## src/rtl/tlc_pkg.sv

```systemverilog
// Shared types and encodings for the traffic-light lamp monitor.
// Holds the FSM state enum, the fault codes and the cur_light encodings.
package tlc_pkg;

  typedef enum logic [2:0] {
    ST_SYNC,
    ST_RED,
    ST_GREEN,
    ST_YELLOW,
    ST_FAULT
  } state_t;

  typedef enum logic [2:0] {
    CL_DARK,
    CL_CONF,
    CL_R,
    CL_G,
    CL_Y
  } lamp_cls_t;

  localparam logic [2:0] FC_NONE     = 3'd0;
  localparam logic [2:0] FC_DARK     = 3'd1;
  localparam logic [2:0] FC_CONFLICT = 3'd2;
  localparam logic [2:0] FC_SEQ      = 3'd3;
  localparam logic [2:0] FC_SHORT    = 3'd4;
  localparam logic [2:0] FC_LONG     = 3'd5;

  localparam logic [1:0] LT_NONE   = 2'd0;
  localparam logic [1:0] LT_RED    = 2'd1;
  localparam logic [1:0] LT_GREEN  = 2'd2;
  localparam logic [1:0] LT_YELLOW = 2'd3;

  function automatic lamp_cls_t classify(input logic r, input logic y, input logic g);
    case ({r, y, g})
      3'b000:  classify = CL_DARK;
      3'b100:  classify = CL_R;
      3'b010:  classify = CL_Y;
      3'b001:  classify = CL_G;
      default: classify = CL_CONF;
    endcase
  endfunction

  function automatic logic [1:0] light_of(input state_t s);
    case (s)
      ST_RED:    light_of = LT_RED;
      ST_GREEN:  light_of = LT_GREEN;
      ST_YELLOW: light_of = LT_YELLOW;
      default:   light_of = LT_NONE;
    endcase
  endfunction

endpackage

```

## src/rtl/tlc_dwell_cnt.sv

```systemverilog
// Dwell counter for the lamp monitor: clear, load-to-1 on a lamp change,
// increment while the same lamp is held. Clear wins over load, load over inc.
module tlc_dwell_cnt #(
  parameter int CNT_W = 5
) (
  input  logic             clk,
  input  logic             rst,
  input  logic             i_clr,
  input  logic             i_load1,
  input  logic             i_inc,
  output logic [CNT_W-1:0] o_cnt
);

  logic [CNT_W-1:0] r_cnt;

  always_ff @(posedge clk or posedge rst) begin
    if (rst)          r_cnt <= '0;
    else if (i_clr)   r_cnt <= '0;
    else if (i_load1) r_cnt <= CNT_W'(1);
    else if (i_inc)   r_cnt <= r_cnt + CNT_W'(1);
  end

  assign o_cnt = r_cnt;

endmodule

```

## src/rtl/tlc_monitor.sv

```systemverilog
// Passive checker on the controller's lamp outputs: encoding, R->G->Y order
// and per-lamp dwell windows. First violation is latched until rst/clr_fault.
import tlc_pkg::*;

module tlc_monitor #(
  parameter int RED_MIN = 4,
  parameter int RED_MAX = 10,
  parameter int GRN_MIN = 4,
  parameter int GRN_MAX = 10,
  parameter int YEL_MIN = 1,
  parameter int YEL_MAX = 4,
  parameter int CNT_W   = 5
) (
  input  logic       clk,
  input  logic       rst,
  input  logic       red,
  input  logic       yellow,
  input  logic       green,
  input  logic       clr_fault,
  output logic       fault,
  output logic [2:0] fault_code,
  output logic [1:0] cur_light,
  output logic [7:0] cycles_ok
);

  // Timeout fires at MAX+1, so MAX+1 must still be representable.
  if (RED_MAX > 2**CNT_W - 2 || GRN_MAX > 2**CNT_W - 2 || YEL_MAX > 2**CNT_W - 2) begin : g_cnt_w_chk
    $error("tlc_monitor: CNT_W too small for the configured *_MAX");
  end

  localparam logic [CNT_W-1:0] R_MIN = CNT_W'(RED_MIN);
  localparam logic [CNT_W-1:0] R_MAX = CNT_W'(RED_MAX);
  localparam logic [CNT_W-1:0] G_MIN = CNT_W'(GRN_MIN);
  localparam logic [CNT_W-1:0] G_MAX = CNT_W'(GRN_MAX);
  localparam logic [CNT_W-1:0] Y_MIN = CNT_W'(YEL_MIN);
  localparam logic [CNT_W-1:0] Y_MAX = CNT_W'(YEL_MAX);

  state_t           r_state;
  logic             r_fault;
  logic [2:0]       r_code;
  logic [1:0]       r_light;
  logic [7:0]       r_cycles;
  logic             r_first;   // current RED is the one entered from SYNC

  lamp_cls_t        w_cls;
  lamp_cls_t        w_same_cls;
  lamp_cls_t        w_next_cls;
  state_t           w_next_st;
  state_t           w_nxt;
  logic [CNT_W-1:0] w_dwell;
  logic [CNT_W-1:0] w_min;
  logic [CNT_W-1:0] w_max;
  logic [2:0]       w_fc;
  logic             w_clr;
  logic             w_load;
  logic             w_inc;
  logic             w_adv;

  assign w_cls = classify(red, yellow, green);

  tlc_dwell_cnt #(.CNT_W(CNT_W)) u_dwell (
    .clk     (clk),
    .rst     (rst),
    .i_clr   (w_clr),
    .i_load1 (w_load),
    .i_inc   (w_inc),
    .o_cnt   (w_dwell)
  );

  always_comb begin
    w_same_cls = CL_R;
    w_next_cls = CL_G;
    w_next_st  = ST_GREEN;
    w_min      = R_MIN;
    w_max      = R_MAX;
    case (r_state)
      ST_GREEN: begin
        w_same_cls = CL_G; w_next_cls = CL_Y; w_next_st = ST_YELLOW;
        w_min = G_MIN; w_max = G_MAX;
      end
      ST_YELLOW: begin
        w_same_cls = CL_Y; w_next_cls = CL_R; w_next_st = ST_RED;
        w_min = Y_MIN; w_max = Y_MAX;
      end
      default: ;
    endcase
  end

  // Checks are ordered so the highest-priority cause wins on a sample.
  always_comb begin
    w_fc   = FC_NONE;
    w_clr  = 1'b0;
    w_load = 1'b0;
    w_inc  = 1'b0;
    w_adv  = 1'b0;
    w_nxt  = r_state;
    if (clr_fault) begin
      w_clr = 1'b1;
    end else begin
      case (r_state)
        ST_SYNC: begin
          if (w_cls == CL_CONF) w_fc = FC_CONFLICT;
          else if (w_cls == CL_R) begin
            w_load = 1'b1;
            w_adv  = 1'b1;
            w_nxt  = ST_RED;
          end
        end
        ST_RED, ST_GREEN, ST_YELLOW: begin
          if (w_cls == CL_CONF)           w_fc = FC_CONFLICT;
          else if (w_cls == CL_DARK)      w_fc = FC_DARK;
          else if (w_cls == w_same_cls) begin
            if (w_dwell == w_max)         w_fc = FC_LONG;
            else                          w_inc = 1'b1;
          end else if (w_cls == w_next_cls) begin
            if (w_dwell < w_min && !(r_state == ST_RED && r_first))
              w_fc = FC_SHORT;
            else begin
              w_load = 1'b1;
              w_adv  = 1'b1;
              w_nxt  = w_next_st;
            end
          end else                        w_fc = FC_SEQ;
        end
        default: w_clr = 1'b1;
      endcase
      if (w_fc != FC_NONE) w_clr = 1'b1;
    end
  end

  always_ff @(posedge clk or posedge rst) begin
    if (rst) begin
      r_state  <= ST_SYNC;
      r_fault  <= 1'b0;
      r_code   <= FC_NONE;
      r_light  <= LT_NONE;
      r_cycles <= 8'd0;
      r_first  <= 1'b0;
    end else if (clr_fault) begin
      r_state <= ST_SYNC;
      r_fault <= 1'b0;
      r_code  <= FC_NONE;
      r_light <= LT_NONE;
      r_first <= 1'b0;
    end else if (w_fc != FC_NONE) begin
      r_state <= ST_FAULT;
      r_fault <= 1'b1;
      r_code  <= w_fc;
      r_light <= LT_NONE;
      r_first <= 1'b0;
    end else if (w_adv) begin
      r_state <= w_nxt;
      r_light <= light_of(w_nxt);
      r_first <= (r_state == ST_SYNC);
      if (r_state == ST_YELLOW && r_cycles != 8'hFF)
        r_cycles <= r_cycles + 8'd1;
    end
  end

  assign fault      = r_fault;
  assign fault_code = r_code;
  assign cur_light  = r_light;
  assign cycles_ok  = r_cycles;

endmodule

```

## config.mk

```make
export PLATFORM = sky130hd
export DESIGN_NAME = tlc_monitor
export DESIGN_NICKNAME = d
export VERILOG_FILES = /design/src/rtl/tlc_pkg.sv /design/src/rtl/tlc_dwell_cnt.sv /design/src/rtl/tlc_monitor.sv
export SDC_FILE = /design/constraint.sdc
export NUM_CORES = 1
export LEC_CHECK = 0
export ABC_CLOCK_PERIOD_IN_PS = 3600
export BUFFER_PORTS_ARGS = -buffer_cell sky130_fd_sc_hd__buf_2
export CORE_ASPECT_RATIO = 0.7
export CORE_MARGIN = 10
export CORE_UTILIZATION = 45
export CTS_CLUSTER_DIAMETER = 150
export DETAILED_ROUTE_END_ITERATION = 10
export PLACE_DENSITY = 0.63
export SLEW_MARGIN = 20
export SYNTH_ARGS = -nofsm -noshare
export SYNTH_HDL_FRONTEND = slang
export SYNTH_SLANG_ARGS = --single-unit
```

## constraint.sdc

```tcl
create_clock -name clk -period 3.6 [get_ports clk]
set_input_delay 0.36 -clock clk [delete_from_list [all_inputs] [get_ports clk]]
set_output_delay 0.36 -clock clk [all_outputs]
set_load 0.1 [all_outputs]
```

After elaboration in Yosys (flattened, before gate mapping)
Cells that the tools add are included.

Output and inout bits: 14. Bits in registers: 23. Input bits: 6. Word-level logic and storage cells: 102.

Reductions and logical operators: 15. Order comparisons: 1. Mux-type cells: 60. Eq/ne operators: 15. $add $sub $neg: 2. Bitwise operators: 2.

Operators with widths (count): two-way mux 3 bit (22); case mux 3 bit (2 select lines) (4); two-way mux 1 bit (22); == test 3 x 2 -> 1 bit (second input constant) (6); two-way mux 5 bit (3); == test 3 x 1 -> 1 bit (second input constant) (4); case mux 3 bit (4 select lines) (1); nonzero test 3 bit (4); logical NOT 3 bit (3); adder 8 x 1 -> 8 bit (second input constant) (1); two-way mux 2 bit (4); inequality test 8 bit (second input constant) (1); == test 3 bit (2); case mux 2 bit (3 select lines) (1); adder 5 x 1 -> 5 bit (second input constant) (1); == test 5 bit (1); < comparator 5 bit (1); two-way mux 4 bit (1); case mux 2 bit (2 select lines) (1); AND reduction 4 bit (1); OR reduction 4 bit (1); == test 3 bit (second input constant) (1); logical AND 1 bit (3); OR reduction 3 bit (1); other kinds (4) (5).

Depth between registers and ports, before layout
Depth after elaboration: 16. Gate-level depth with buffers: 8. Depth with buffers taken out: 6.

By module
From an unflattened synthesis, not the netlist that was laid out.

Cell total of the unflattened synthesis: 163. Area total of the unflattened synthesis: 1589.0 um^2.

By module, submodules not included: tlc_monitor (area each 1317.5 um^2, sequential area each 450.4 um^2, cells an instance 139, times used 1); tlc_dwell_cnt (area each 271.5 um^2, sequential area each 125.1 um^2, cells an instance 24, times used 1).

Worst setup path before layout
Ideal clock, no wire load.

Kind: register to register. From: register r_cycles[0], in the netlist cycles_ok[0]. To: register r_cycles[6], in the netlist cycles_ok[6]. Required time: 3441 ps. Period minus slack after synthesis: 2324 ps. Library setup time: 159 ps. Buffers on the path: 0. Data arrival time: 2165 ps. Stages on the path, launching flop included: 7. Slack: 1276 ps. Path through: dfrtp_1 ha_1 nand3_1 nor2_1 a2111oi_4 nand4_1 xnor2_1.

Cells in the longest elaborated chain, start to end: 3. Elaborated cells between the ends (all ways): 4. Classes of those cells: 1 x add/sub; 1 x eq/ne; 2 x reduce/logical.

RTL lines: start: declaration (line tlc_monitor.sv:42) `logic [7:0] r_cycles;`; start signal: assignment (line tlc_monitor.sv:156) `r_cycles <= r_cycles + 8'd1;`; parallel branches: the longest is 3 deep, another holds adder 8 x 1 -> 8 bit.

Parallel ways; which one is timed is not known. A chain may end at the register's enable or synchronous reset.

Final worst setup path
From: register r_state[0]. To: register r_cycles[1], in the netlist cycles_ok[1].

Cells in the longest elaborated chain, start to end: 15. Elaborated cells between the ends (all ways): 36. Classes of those cells: 1 x order compare; 6 x eq/ne; 20 x mux; 1 x bitwise; 8 x reduce/logical.

RTL lines: start: declaration (line tlc_monitor.sv:38) `state_t r_state;`; start signal: assignment (line tlc_monitor.sv:152) `r_state <= w_nxt;`; == test 3 x 2 -> 1 bit or == test 3 x 1 -> 1 bit (tied branches); two-way mux 3 bit or logical AND 1 bit (tied branches) (line tlc_monitor.sv:76, tlc_monitor.sv:116); < comparator 5 bit or logical NOT 1 bit (tied branches) (line tlc_monitor.sv:116) `if (w_dwell < w_min && !(r_state == ST_RED && r_first))`; logical AND 1 bit (line tlc_monitor.sv:116); two-way mux 3 bit (line tlc_monitor.sv:116); two-way mux 3 bit (line tlc_monitor.sv:115) `end else if (w_cls == w_next_cls) begin`; two-way mux 3 bit (line tlc_monitor.sv:112) `else if (w_cls == w_same_cls) begin`; two-way mux 3 bit (line tlc_monitor.sv:111) `else if (w_cls == CL_DARK) w_fc = FC_DARK;`; two-way mux 3 bit (line tlc_monitor.sv:110) `if (w_cls == CL_CONF) w_fc = FC_CONFLICT;`; case mux 3 bit (2 select lines) (line tlc_monitor.sv:100) `case (r_state)`; two-way mux 3 bit (2 in series) (line tlc_monitor.sv:97) `if (clr_fault) begin`; nonzero test 3 bit (line tlc_monitor.sv:145) `end else if (w_fc != FC_NONE) begin`; NOT 1 bit (no source line); AND reduction 4 bit (no source line) *.

Mark *: on every way between the ends. The rest lies on a longest branch, timed or not. The select of a mux whose other input is x is not followed.

==> out/results.txt <==
Element type at the critical path end -> flip-flop
Drt drc -> 0
Hold Crit Class -> in -> async
Async SR Flop Fraction -> 100%
Crit-path max cell delay -> 620 ps
Htree depth -> 1
Final Cycle Share -> 67.3%
First-pass GRT wire length -> 5620 um
Total Routing Usage GR -> 11.5%
Finish-stage setup viols -> 0
Initial DRC count -> 134
Ports -> 20
Mean Syn Cell Area -> 9.16 um2
Crit path cell chain -> or3b_1, a21oi_2, o21ai_2, a2111oi_4, mux2_1
Starting density of the core -> 47.6%
Pleak -> 0.000730 uW
Share of the synthesized area in the top cell type -> 37.9%
Commonest cells post-synth -> dfrtp_1, nand2_1, nand2b_1, nor2_1, a21oi_1
Met3 WL -> 218 um
Post-synthesis sequential area ratio -> 37.9%
Postcts setup bufs -> 0
Crit path buffers/inverters -> 0
Clk buf depth -> 2
Yosys warnings -> 0
Total Die Area -> 0.00614 mm2
Measured slew at the worst slew-check pin -> 881 ps
DRT antenna net count -> 0
CP Data Required Time -> 3750 ps
Via count -> 1,281
Critical path data arrival time -> 2570 ps
Yosys cell types -> 52
Initial antenna violation count -> 0
Number of clock sinks -> 23
Power per Cell Area -> 306 mW/mm2
Detailed Route WL -> 3410 um
WHS -> 269 ps
CTS Hold Bufs -> 0
Number of flops mapped to enable cells by yosys -> 0
Max-slew violation count -> 0
Post-Syn Instances -> 166
Cts repair resizes -> 0
CP top delay family -> compound AO/OA/AOI/OAI gates
Final core utilization -> 52.5%
Top-count cell post-synth -> dfrtp_1
Setup TNS -> 0 ps
Number of global-route vias before repair -> 1,102
Drt pass-1 iters -> 4
Met2 Routed Length -> 1530 um
TritonCTS clock tree -> yes
Area Overhead vs Synth -> 10.1%
Die span in x -> 89.5 um
N_diodes -> 0
Cell Area, Synth -> 0.00152 mm2
Syn Nets -> 174
Slowest CP cell -> a2111oi_4
Die H -> 68.6 um
Ys flop type -> dfrtp_1
GP Congestion -> 0.895
Aggregate global routing overflow -> 0
Via density per instance -> 5.82
Root Buffer -> clkbuf_8
Core footprint -> 0.00319 mm2
Max IR drop VDD -> 0.245 mV
Slew Limit Headroom -> 41.2%
Buffers on Ports -> 19
Largest net degree at the start of global routing -> 24
Row count -> 17
Clk_lat worst skew -> 270 ps
Final net count -> 191
Wire per inst -> 15.5 um
Ranking of synthesized cells by area -> dfrtp_1, nand2b_1, xnor2_1, a21oi_1, a31o_2
Worst-path clk slew -> 90 ps
Share of layout cells above drive strength 1 -> 21.4%
Worst-path maximum fanout -> 16
Fin Clk Skew -> 7.45 ps
WL met1 -> 1660 um
DR top layer -> met3
Seq cells post-synth -> 23
Post-DP HPWL -> 2590 um
Fin. Hold Viols -> 0
Status -> complete, no violations
Startpoint Class -> flip-flop
Setup CP Type -> reg -> reg
Max frequency -> 413 MHz
Max Cap Viol -> 0
Fill cells -> 292
Tmin final -> 2420 ps
Total CTS buffers -> 3
Area leader, netlist -> dfrtp_1
RSZ-0062 raised after global routing -> false
registers in the layout, indices dropped and copies added (netlist names):
| register | count |
|---|---|
| cur_light | 2 |
| fault | 1 |
| fault_code | 3 |
| r_state | 3 |
| cycles_ok | 8 |
| r_first | 1 |
| u_dwell.o_cnt | 5 |
placed cells by master, fill, tap and decap left out, types with 5 or more instances in the layout:
cell type,instances
xnor2_1,6
inv_1,8
a21oi_1,10
nand3_1,6
a31o_2,5
nand4_1,5
nand2_1,11
nand2b_1,11
o21ai_0,8
buf_2,19
dfrtp_1,23
nor2_1,11
logic make-up after synthesis:
group                    count (synthesis)  synth area share [%]
AND/OR/NAND/NOR                         73                  29.0
AO/OA/AOI/OAI                           40                  19.2
flip-flops                              23                  37.9
buffers and inverters                   15                  4.28
XOR/XNOR                                 8                  4.61
multiplexers                             4                  2.80
adder cells (fa/ha/maj)                  3                  2.30
final timing paths:
check,start,to,slack [ps],depth (start not counted)
setup / recovery,r_state[0]$_DFFE_PP0P_,cycles_ok[1]$_DFFE_PP0P_,1180,5
hold / removal,rst,cycles_ok[6]$_DFFE_PP0P_,270,2
setup reg to reg,r_state[0]$_DFFE_PP0P_,cycles_ok[1]$_DFFE_PP0P_,1180,5
hold reg to reg,cycles_ok[7]$_DFFE_PP0P_,cycles_ok[7]$_DFFE_PP0P_,500,1
max in group asynchronous,rst,fault_code[1]$_DFFE_PP0P_,2790,2
min in group clk,clr_fault,fault$_DFFE_PP0P_,360,2
where the power goes:
part	leakage [uW]	total [uW]	switching, uW	internal (uW)
Combinational	0.000387	81.4	59.6	21.8
Clock	0.0000255	161	83.7	77.3
Sequential	0.000317	270	7.46	263
Total	0.000730	513	151	362
worst reg2reg max path: stages (launching register included):
cell and delay [ps]:
dfrtp_1 550, or3b_1 450, a21oi_2 200, o21ai_2 110, a2111oi_4 620, mux2_1 380
metal layers:
metal | GRT usage (%) | vias to the layer above
li1 | - | 636
met5 | 0 | -
met4 | 1.78 | 0
met2 | 17.1 | 38
met3 | 3.04 | 0
met1 | 16.7 | 607
layout make-up:
| cell class | instances | area, um2 | area share [%] |
|---|---|---|---|
| clock inverters | 1 | 5.00 | 0.299 |
| flip-flops and latches | 23 | 576 | 34.4 |
| multi-input cells | 128 | 880 | 52.5 |
| clock buffers | 3 | 41.3 | 2.47 |
| well taps | 38 | 47.5 | 2.84 |
| inverters | 8 | 30.0 | 1.79 |
| repair buffers | 19 | 95.1 | 5.68 |
through the flow:
| step | std cells | power, uW | cell area (um2) | setup WS [ps] |
|---|---|---|---|---|
| 3_5_place_dp | 216 | 356 | 1630 | 1150 |
| 2_1_floorplan | 166 | 340 | 1520 | 1280 |
| 6_report | 220 | 513 | 1670 | 1180 |
| 3_3_place_gp | 216 | 355 | 1630 | 1200 |
| 5_1_grt | 220 | 539 | 1670 | 1040 |
| 4_1_cts | 220 | 518 | 1670 | 1180 |
Note: power is estimated with default switching activity, not from simulation.
